**config.mk**
```make
export PLATFORM = sky130hd
export DESIGN_NAME = dsp_frame_sequencer
export DESIGN_NICKNAME = d
export VERILOG_FILES = /design/src/rtl/dsp_frame_sequencer.sv
export SDC_FILE = /design/constraint.sdc
export NUM_CORES = 1
export LEC_CHECK = 0
export CAP_MARGIN = 20
export CORE_AREA = 2 2 111 113
export DETAILED_ROUTE_END_ITERATION = 8
export DIE_AREA = 0 0 113 115
export PLACE_DENSITY_LB_ADDON = 0.15
export SLEW_MARGIN = 20
export SYNTH_ARGS = -nofsm -noshare
export SYNTH_HDL_FRONTEND = slang
export SYNTH_SLANG_ARGS = --single-unit
```
**constraint.sdc**
```tcl
create_clock -name hclk -period 5.3 [get_ports hclk]
set_input_delay 0.53 -clock hclk [delete_from_list [all_inputs] [get_ports hclk]]
set_output_delay 0.53 -clock hclk [all_outputs]
set_load 0.05 [all_outputs]
```
**src/rtl/dsp_frame_sequencer.sv**
```systemverilog
// Frame sequencer: slices a free-running sample stream into tuser/tlast-marked
// frames under AHB-Lite register control, with a frame-done interrupt.
module dsp_frame_sequencer #(
    parameter int unsigned DW            = 16,
    parameter int unsigned FRAME_LEN_RST = 1024
) (
    input  logic          hclk,
    input  logic          hresetn,
    input  logic          ce,
    input  logic [31:0]   haddr_s,
    input  logic [1:0]    htrans_s,
    input  logic          hwrite_s,
    input  logic [2:0]    hsize_s,
    input  logic [2:0]    hburst_s,
    input  logic [31:0]   hwdata_s,
    input  logic          hsel_s,
    output logic [31:0]   hrdata_s,
    output logic          hreadyout_s,
    output logic          hresp_s,
    input  logic [DW-1:0] tdata_s,
    input  logic          tvalid_s,
    output logic          tready_s,
    output logic [DW-1:0] tdata_m,
    output logic          tvalid_m,
    input  logic          tready_m,
    output logic          tlast_m,
    output logic          tuser_m,
    output logic          irq
);

    localparam int unsigned CW = 16;
    localparam logic [2:0] A_CTRL  = 3'd0;
    localparam logic [2:0] A_FLEN  = 3'd1;
    localparam logic [2:0] A_GAP   = 3'd2;
    localparam logic [2:0] A_STAT  = 3'd3;
    localparam logic [2:0] A_IRQEN = 3'd4;

    typedef enum logic [1:0] {
        ST_IDLE = 2'd0,
        ST_RUN  = 2'd1,
        ST_GAP  = 2'd2
    } state_t;

    state_t          state_q, state_d;
    logic            dp_valid_q, dp_write_q;
    logic [2:0]      dp_addr_q;
    logic            cont_q, done_q, irqen_q;
    logic [CW-1:0]   frame_len_q, gap_q, fcnt_q;
    logic [CW-1:0]   beat_cnt_q, beat_cnt_d;
    logic [CW-1:0]   gap_cnt_q, gap_cnt_d;
    logic [CW-1:0]   flen_lat_q, flen_lat_d;
    logic            abort_pend_q, abort_pend_d;
    logic            wr, wr_ctrl, wr_flen, wr_gap, wr_stat, wr_irqen;
    logic            start_req, abort_req;
    logic            beat, last_beat, frame_done, fcnt_clr, busy;
    logic            unused_ok;

    assign hreadyout_s = 1'b1;
    assign hresp_s     = 1'b0;
    assign tdata_m     = tdata_s;
    assign busy        = (state_q != ST_IDLE);
    assign irq         = done_q & irqen_q;
    assign unused_ok   = ^{haddr_s[31:5], haddr_s[1:0], htrans_s[0], hsize_s, hburst_s, hwdata_s[31:16]};

    // Data-phase write strobes; ABORT in the same write suppresses START
    assign wr        = dp_valid_q & dp_write_q;
    assign wr_ctrl   = wr & (dp_addr_q == A_CTRL);
    assign wr_flen   = wr & (dp_addr_q == A_FLEN);
    assign wr_gap    = wr & (dp_addr_q == A_GAP);
    assign wr_stat   = wr & (dp_addr_q == A_STAT);
    assign wr_irqen  = wr & (dp_addr_q == A_IRQEN);
    assign abort_req = wr_ctrl & hwdata_s[2];
    assign start_req = wr_ctrl & hwdata_s[0] & ~hwdata_s[2];

    // Capture the AHB address phase
    always_ff @(posedge hclk or negedge hresetn) begin
        if (!hresetn) begin
            dp_valid_q <= 1'b0;
            dp_write_q <= 1'b0;
            dp_addr_q  <= '0;
        end else begin
            dp_valid_q <= hsel_s & htrans_s[1];
            dp_write_q <= hwrite_s;
            dp_addr_q  <= haddr_s[4:2];
        end
    end

    // Software-visible registers; DONE set beats a simultaneous clear
    always_ff @(posedge hclk or negedge hresetn) begin
        if (!hresetn) begin
            cont_q      <= 1'b0;
            frame_len_q <= CW'(FRAME_LEN_RST);
            gap_q       <= '0;
            irqen_q     <= 1'b0;
            done_q      <= 1'b0;
            fcnt_q      <= '0;
        end else begin
            if (wr_ctrl)  cont_q      <= hwdata_s[1];
            if (wr_flen)  frame_len_q <= (hwdata_s[15:0] == 16'd0) ? CW'(1) : hwdata_s[15:0];
            if (wr_gap)   gap_q       <= hwdata_s[15:0];
            if (wr_irqen) irqen_q     <= hwdata_s[0];
            if (frame_done)                  done_q <= 1'b1;
            else if (wr_stat && hwdata_s[1]) done_q <= 1'b0;
            if (fcnt_clr)        fcnt_q <= '0;
            else if (frame_done) fcnt_q <= fcnt_q + CW'(1);
        end
    end

    // Read mux reflects register contents before the data-phase edge
    always_comb begin
        hrdata_s = '0;
        if (dp_valid_q && !dp_write_q) begin
            case (dp_addr_q)
                A_CTRL:  hrdata_s = {30'd0, cont_q, 1'b0};
                A_FLEN:  hrdata_s = {16'd0, frame_len_q};
                A_GAP:   hrdata_s = {16'd0, gap_q};
                A_STAT:  hrdata_s = {fcnt_q, 14'd0, done_q, busy};
                A_IRQEN: hrdata_s = {31'd0, irqen_q};
                default: hrdata_s = '0;
            endcase
        end
    end

    // Framing state and counters
    always_ff @(posedge hclk or negedge hresetn) begin
        if (!hresetn) begin
            state_q      <= ST_IDLE;
            beat_cnt_q   <= '0;
            gap_cnt_q    <= '0;
            flen_lat_q   <= CW'(1);
            abort_pend_q <= 1'b0;
        end else begin
            state_q      <= state_d;
            beat_cnt_q   <= beat_cnt_d;
            gap_cnt_q    <= gap_cnt_d;
            flen_lat_q   <= flen_lat_d;
            abort_pend_q <= abort_pend_d;
        end
    end

    // Next-state and stream handshake decode; ce=0 holds everything
    always_comb begin
        state_d      = state_q;
        beat_cnt_d   = beat_cnt_q;
        gap_cnt_d    = gap_cnt_q;
        flen_lat_d   = flen_lat_q;
        abort_pend_d = abort_pend_q;
        frame_done   = 1'b0;
        fcnt_clr     = 1'b0;
        beat         = 1'b0;
        last_beat    = 1'b0;
        tready_s     = 1'b0;
        tvalid_m     = 1'b0;
        tlast_m      = 1'b0;
        tuser_m      = 1'b0;
        case (state_q)
            ST_IDLE: begin
                tready_s = ce;
                if (ce && start_req) begin
                    state_d    = ST_RUN;
                    beat_cnt_d = '0;
                    flen_lat_d = frame_len_q;
                    fcnt_clr   = 1'b1;
                end
            end
            ST_RUN: begin
                tvalid_m  = tvalid_s & ce;
                tready_s  = tready_m & ce;
                beat      = tvalid_s & tready_m & ce;
                tuser_m   = (beat_cnt_q == '0);
                last_beat = (beat_cnt_q == flen_lat_q - CW'(1));
                tlast_m   = last_beat | abort_pend_q;
                if (abort_req) abort_pend_d = 1'b1;
                if (beat) begin
                    if (abort_pend_q) begin
                        state_d = ST_IDLE;
                    end else if (last_beat) begin
                        frame_done = 1'b1;
                        beat_cnt_d = '0;
                        if (cont_q && !abort_req) begin
                            if (gap_q != '0) begin
                                state_d   = ST_GAP;
                                gap_cnt_d = gap_q;
                            end else begin
                                flen_lat_d = frame_len_q;
                            end
                        end else begin
                            state_d = ST_IDLE;
                        end
                    end else begin
                        beat_cnt_d = beat_cnt_q + CW'(1);
                    end
                end
            end
            ST_GAP: begin
                tready_s = ce;
                if (ce) begin
                    if (!cont_q || abort_req) begin
                        state_d = ST_IDLE;
                    end else if (gap_cnt_q == CW'(1)) begin
                        state_d    = ST_RUN;
                        beat_cnt_d = '0;
                        flen_lat_d = frame_len_q;
                    end else begin
                        gap_cnt_d = gap_cnt_q - CW'(1);
                    end
                end
            end
            default: state_d = ST_IDLE;
        endcase
        if (state_d == ST_IDLE) abort_pend_d = 1'b0;
    end

endmodule

```
; ---- Word-level counts from Yosys, hierarchy flattened
; Index checks and enable logic that the tools add are counted.
[totals]
inputBits = 95
reg_bits = 107
out_inout_bits = 55
[classes]
n_reduce_logical = 26
bitwise = 17
n_eq_ne = 19
add_sub_neg = 4
muxes = 57
[ops]
columns = cell, n
row1 = $mux 16, 27
row2 = $pmux 32 s5, 1
row3 = $pmux 16 s3, 2
row4 = $add 16x1->16 const B, 2
row5 = $logic_not 16->1, 2
row6 = $mux 32, 1
row7 = $pmux 16 s2, 1
row8 = $sub 16x1->16 const B, 2
row9 = $ne 2x2->1 const B, 11
row10 = $mux 2, 9
row11 = $eq 16x1->1 const B, 1
row12 = $eq 16x16->1, 1
row13 = $reduce_bool 16->1, 1
row14 = $and 1x1->1, 15
row15 = $mux 1, 14
row16 = $reduce_bool 2->1, 6
row17 = $reduce_and 10->1, 1
row18 = $reduce_and 9->1, 1
row19 = $reduce_and 7->1, 1
row20 = $eq 3x2->1 const B, 2
row21 = $pmux 2 s3, 1
row22 = $logic_and 1x1->1, 4
row23 = $logic_not 2->1, 2
row24 = $eq 3x1->1 const B, 1
row25 = 12 further kinds, 14

; ---- Longest topological paths before layout
[logic_depth]
ltp_word = 13
depth_mapped = 11

; ---- Worst setup path after synthesis
; Ideal clock, no wire load.
[synth_path]
path_kind = reg2out
start = register flen_lat_q[2]
end = output tlast_m
path_stages_with_launch = 9
t_arrival_ns = 3.104
n_path_buf = 1
path_slack_ns = 1.666
cell_sequence = dfrtp_1 -> buf_6 -> or4_4 -> or3_4 -> a2111oi_4 -> o211ai_2 -> nor4_4 -> nor2_1 -> nor2_1
[synth_via]
elab_chain_cells = 4
[synth_lines]
columns = item, line
row1 = from (decl), 51  ; logic [CW-1:0] flen_lat_q, flen_lat_d;
row2 = from (signal assigned), 136  ; flen_lat_q <= flen_lat_d;
row3 = $sub 16x1->16, 171  ; last_beat = (beat_cnt_q == flen_lat_q - CW'(1));
row4 = $eq 16x16->1, 171
row5 = $or 1x1->1, 172  ; tlast_m = last_beat | abort_pend_q;
row6 = $mux 1, 156  ; case (state_q)
row7 = to (decl), 26  ; output logic tlast_m,
; No other way between the ends.

; ---- Worst setup path after layout
; Same ends and word-level chain as after synthesis.

==> summary.md <==
| Metric | Value |
|---|---|
| Status | `finished with violations` |
| Failing checks | `design-rule violations` |
| Cell mode on critical path | `nor2_1` |
| CTS root buffer | `clkbuf_16` |
| Static Leakage | `3.04 nW` |
| Gr usage total | `0.235` |
| Clk buf depth | `2` |
| Slowest cell on crit path | `clkdlybuf4s50_1` |
| Routability cong. | `roughly 0.9` |
| Die Ht | `115 um` |
| Max VDD drop | `0.000250 V` |
| Initial antenna violation count | `0` |
| CTS sink count | `approximately 110` |
| Synth-to-Final Area Change | `14.7%` |
| Post-CTS Hold Fix Bufs | `0` |
| Overall Power | `approximately 2.5 mW` |
| Number of global-route vias before repair | `~4,900` |
| Largest net degree at the start of global routing | `73` |
| DR pass1 iterations | `7` |
| Remaining DRCs | `6` |
| Routed WL | `14,900 um` |
| Dominant synthesized flop cell | `dfrtp_1` |
| GRT Residual Overflow | `0` |
| Synth area leader | `dfrtp_1` |
| Syn Nets | `about 760` |
| Worst Hold Class | `in -> async` |
| Row Count | `40` |
| Clk slew on worst S/H paths | `around 0.070 ns` |
| Worst Max-Slew Pin Slew | `about 1.1 ns` |
| Mean Syn Cell Area | `~9.5 um^2` |
| Crit-path cells | `or4_4 > or3_4 > a2111oi_4 > o211ai_2 > nor4_4 > buf_4 > nor2_1 > nor2_1 > clkdlybuf4s50_1` |
| Max_cap viols | `0` |
| Async S/R FF share, synth | `1.00` |
| Final HPWL DP | `11,000 um` |
| Routed vias | `just over 5,000` |
| Worst Setup Start Kind | `flip-flop` |
| Total CTS buffers | `9` |
| DIE WIDTH | `about 110 um` |
| Count leader, synth | `dfrtp_1` |
| Synth Cell Area | `between 0.006 and 0.007 mm^2` |
| Post-cts sizing count | `0` |
| Fin. Hold Viols | `0` |
| Crit path DAT | `3.86 ns` |
| Sequential fraction of the synthesis area | `0.430` |
| Initial Utilization | `0.528` |
| Top post-synthesis cells by count | `105 x dfrtp_1, 78 x nor2_1, 33 x o21ai_0, 32 x nand2_1, 26 x mux2_2` |
| Max Clock Freq | `about 230 MHz` |
| Post-DR wirelength/cell | `between 15 and 20 um` |
| Die area | `approximately 0.013 mm^2` |
| Syn. warnings | `0` |
| Final ANT Viol Nets | `0` |
| N_diodes | `0` |
| RSZ-0062 raised after global routing | `no` |
| Critical path class | `reg -> out` |
| Fraction of layout cells with a size suffix above 1 | `0.105` |
| Number of synthesized register bits | `approximately 110` |
| Fin crit share | `0.828` |
| IO Count | `150` |
| Pwr/cell area | `between 300 and 400 mW/mm^2` |
| Setup TNS Final | `0 ns` |
| Fin crit period | `4.39 ns` |
| CP peak stage delay | `0.82 ns` |
| Net count reported at finish | `789` |
| Slew headroom | `0.260` |
| Top fanout value on the critical path | `11` |
| Post-layout util | `0.606` |
| Core Region | `about 0.012 mm^2` |
| Post-CTS setup buffer count | `0` |
| CP Data Required Time | `about 4.8 ns` |
| H-tree depth | `3` |
| Slew Limit Fails | `0` |
| Final Setup Violations | `0` |
| Clock Latency Late Sink | `0.35 ns` |
| First-pass GRT wire length | `24,500 um` |
| Post-synthesis cell type count | `66` |
| Cells after Synth | `roughly 650` |
| DR vias/cell | `6.01` |
| CTS tree | `built` |
| Port-buffer cells | `63` |
| Crit. End Element | `output port` |
| Worst Skew | `roughly 0.011 ns` |
| DRT iter0 DRCs | `between 400 and 500` |
| Synth area leaders | `dfrtp_1 42%, mux2_2 4.7%, nor2_1 4.7%` |
| Top-area cell type share of the netlist area | `0.421` |
| Post-synth EDFFs | `0` |
==> path summary, 6_finish.rpt <==
check                               from        endpoint  slack [ns]  depth (start not counted)
setup reg to reg           flen_lat_q[0]      fcnt_q[15]        1.52                          9
hold / removal                   hresetn  flen_lat_q[13]        0.31                          1
max in group asynchronous        hresetn          done_q        3.96                          2
hold reg to reg             gap_cnt_q[1]    gap_cnt_q[1]        0.52                          2
setup / recovery           flen_lat_q[2]         tlast_m        0.91                          9
min in group hclk           gap_cnt_q[1]    gap_cnt_q[1]        0.52                          2
==> through the flow <==
stage / worst slack [ns] / area [um^2] / instances / hold slack [ns]
3_5_place_dp: 1.28 / 6840 / 824 / 0.508
5_1_grt: 0.748 / 7150 / 840 / 0.402
2_1_floorplan: 1.67 / 6240 / 654 / 0.234
4_1_cts: 0.909 / 7140 / 840 / 0.359
6_report: 0.913 / 7150 / 840 / 0.307
3_3_place_gp: 1.33 / 6840 / 824 / 0.496
==> where the power goes <==
part,total [mW],switching (mW),internal (mW)
combinational,0.745,0.422,0.323
sequential,1.11,0.165,0.950
clock,0.679,0.295,0.384
total,2.54,0.882,1.66
==> flip-flops by register name (all words and copies together), names as in the netlist, 2 cells and up <==
signal       cells
flen_lat_q      16
dp_addr_q        3
beat_cnt_q      16
fcnt_q          16
state_q          2
gap_q           16
frame_len_q     16
gap_cnt_q       16
==> kinds of logic (layout without fill, tap and decap cells) <==
logic type	count (synthesis)	after routing	synth area share
AO/OA/AOI/OAI	123	123	0.135
XOR/XNOR	45	45	0.0632
adder cells (fa/ha/maj)	6	6	0.0120
buffers and inverters	63	102	0.0514
flip-flops	107	107	0.430
multiplexers	38	38	0.0754
other	2	2	0.00120
AND/OR/NAND/NOR	270	270	0.232
==> metal layers <==
| layer | GRT usage | vias up | routed length, um |
|---|---|---|---|
| li1 | - | 2410 | - |
| met1 | 0.320 | 2441 | 6600 |
| met2 | 0.383 | 167 | 7190 |
| met3 | 0.0422 | 28 | 762 |
| met4 | 0.0780 | 0 | 360 |
| met5 | 0 | - | 0 |
==> layout by cell type, fill, tap and decap left out, types with 10 or more instances in the layout <==
| cell | count |
|---|---|
| nor3_1 | 25 |
| inv_1 | 17 |
| a22oi_1 | 19 |
| nor4_1 | 17 |
| nand2_1 | 32 |
| or4_1 | 10 |
| nand3_1 | 21 |
| o21ai_0 | 32 |
| a31oi_1 | 10 |
| and2_1 | 21 |
| clkdlybuf4s50_1 | 62 |
| a22o_1 | 12 |
| mux2_2 | 26 |
| nor2_1 | 78 |
| xnor2_1 | 22 |
| a21oi_1 | 20 |
| dfrtp_1 | 105 |
| xor2_1 | 23 |
==> final cells by class <==
cell class              instances  area, um^2
fillers                      1001        4660
multi-input cells             484        3250
flip-flops and latches        107        2680
repair buffers                 69         673
clock buffers                  12         246
well taps                     147         184
inverters                      17        63.8
clock inverters                 4        56.3
==> critical path, delay by kind of cell, from the launching register on <==
family / cells / cell delay (ns)
and+or+nand+nor: 5 / 1.47
AOI/OAI and AO/OA: 2 / 0.53
DFF: 1 / 0.47
buffers and inverters: 2 / 1.04
Power figures use the tool's default switching activity.
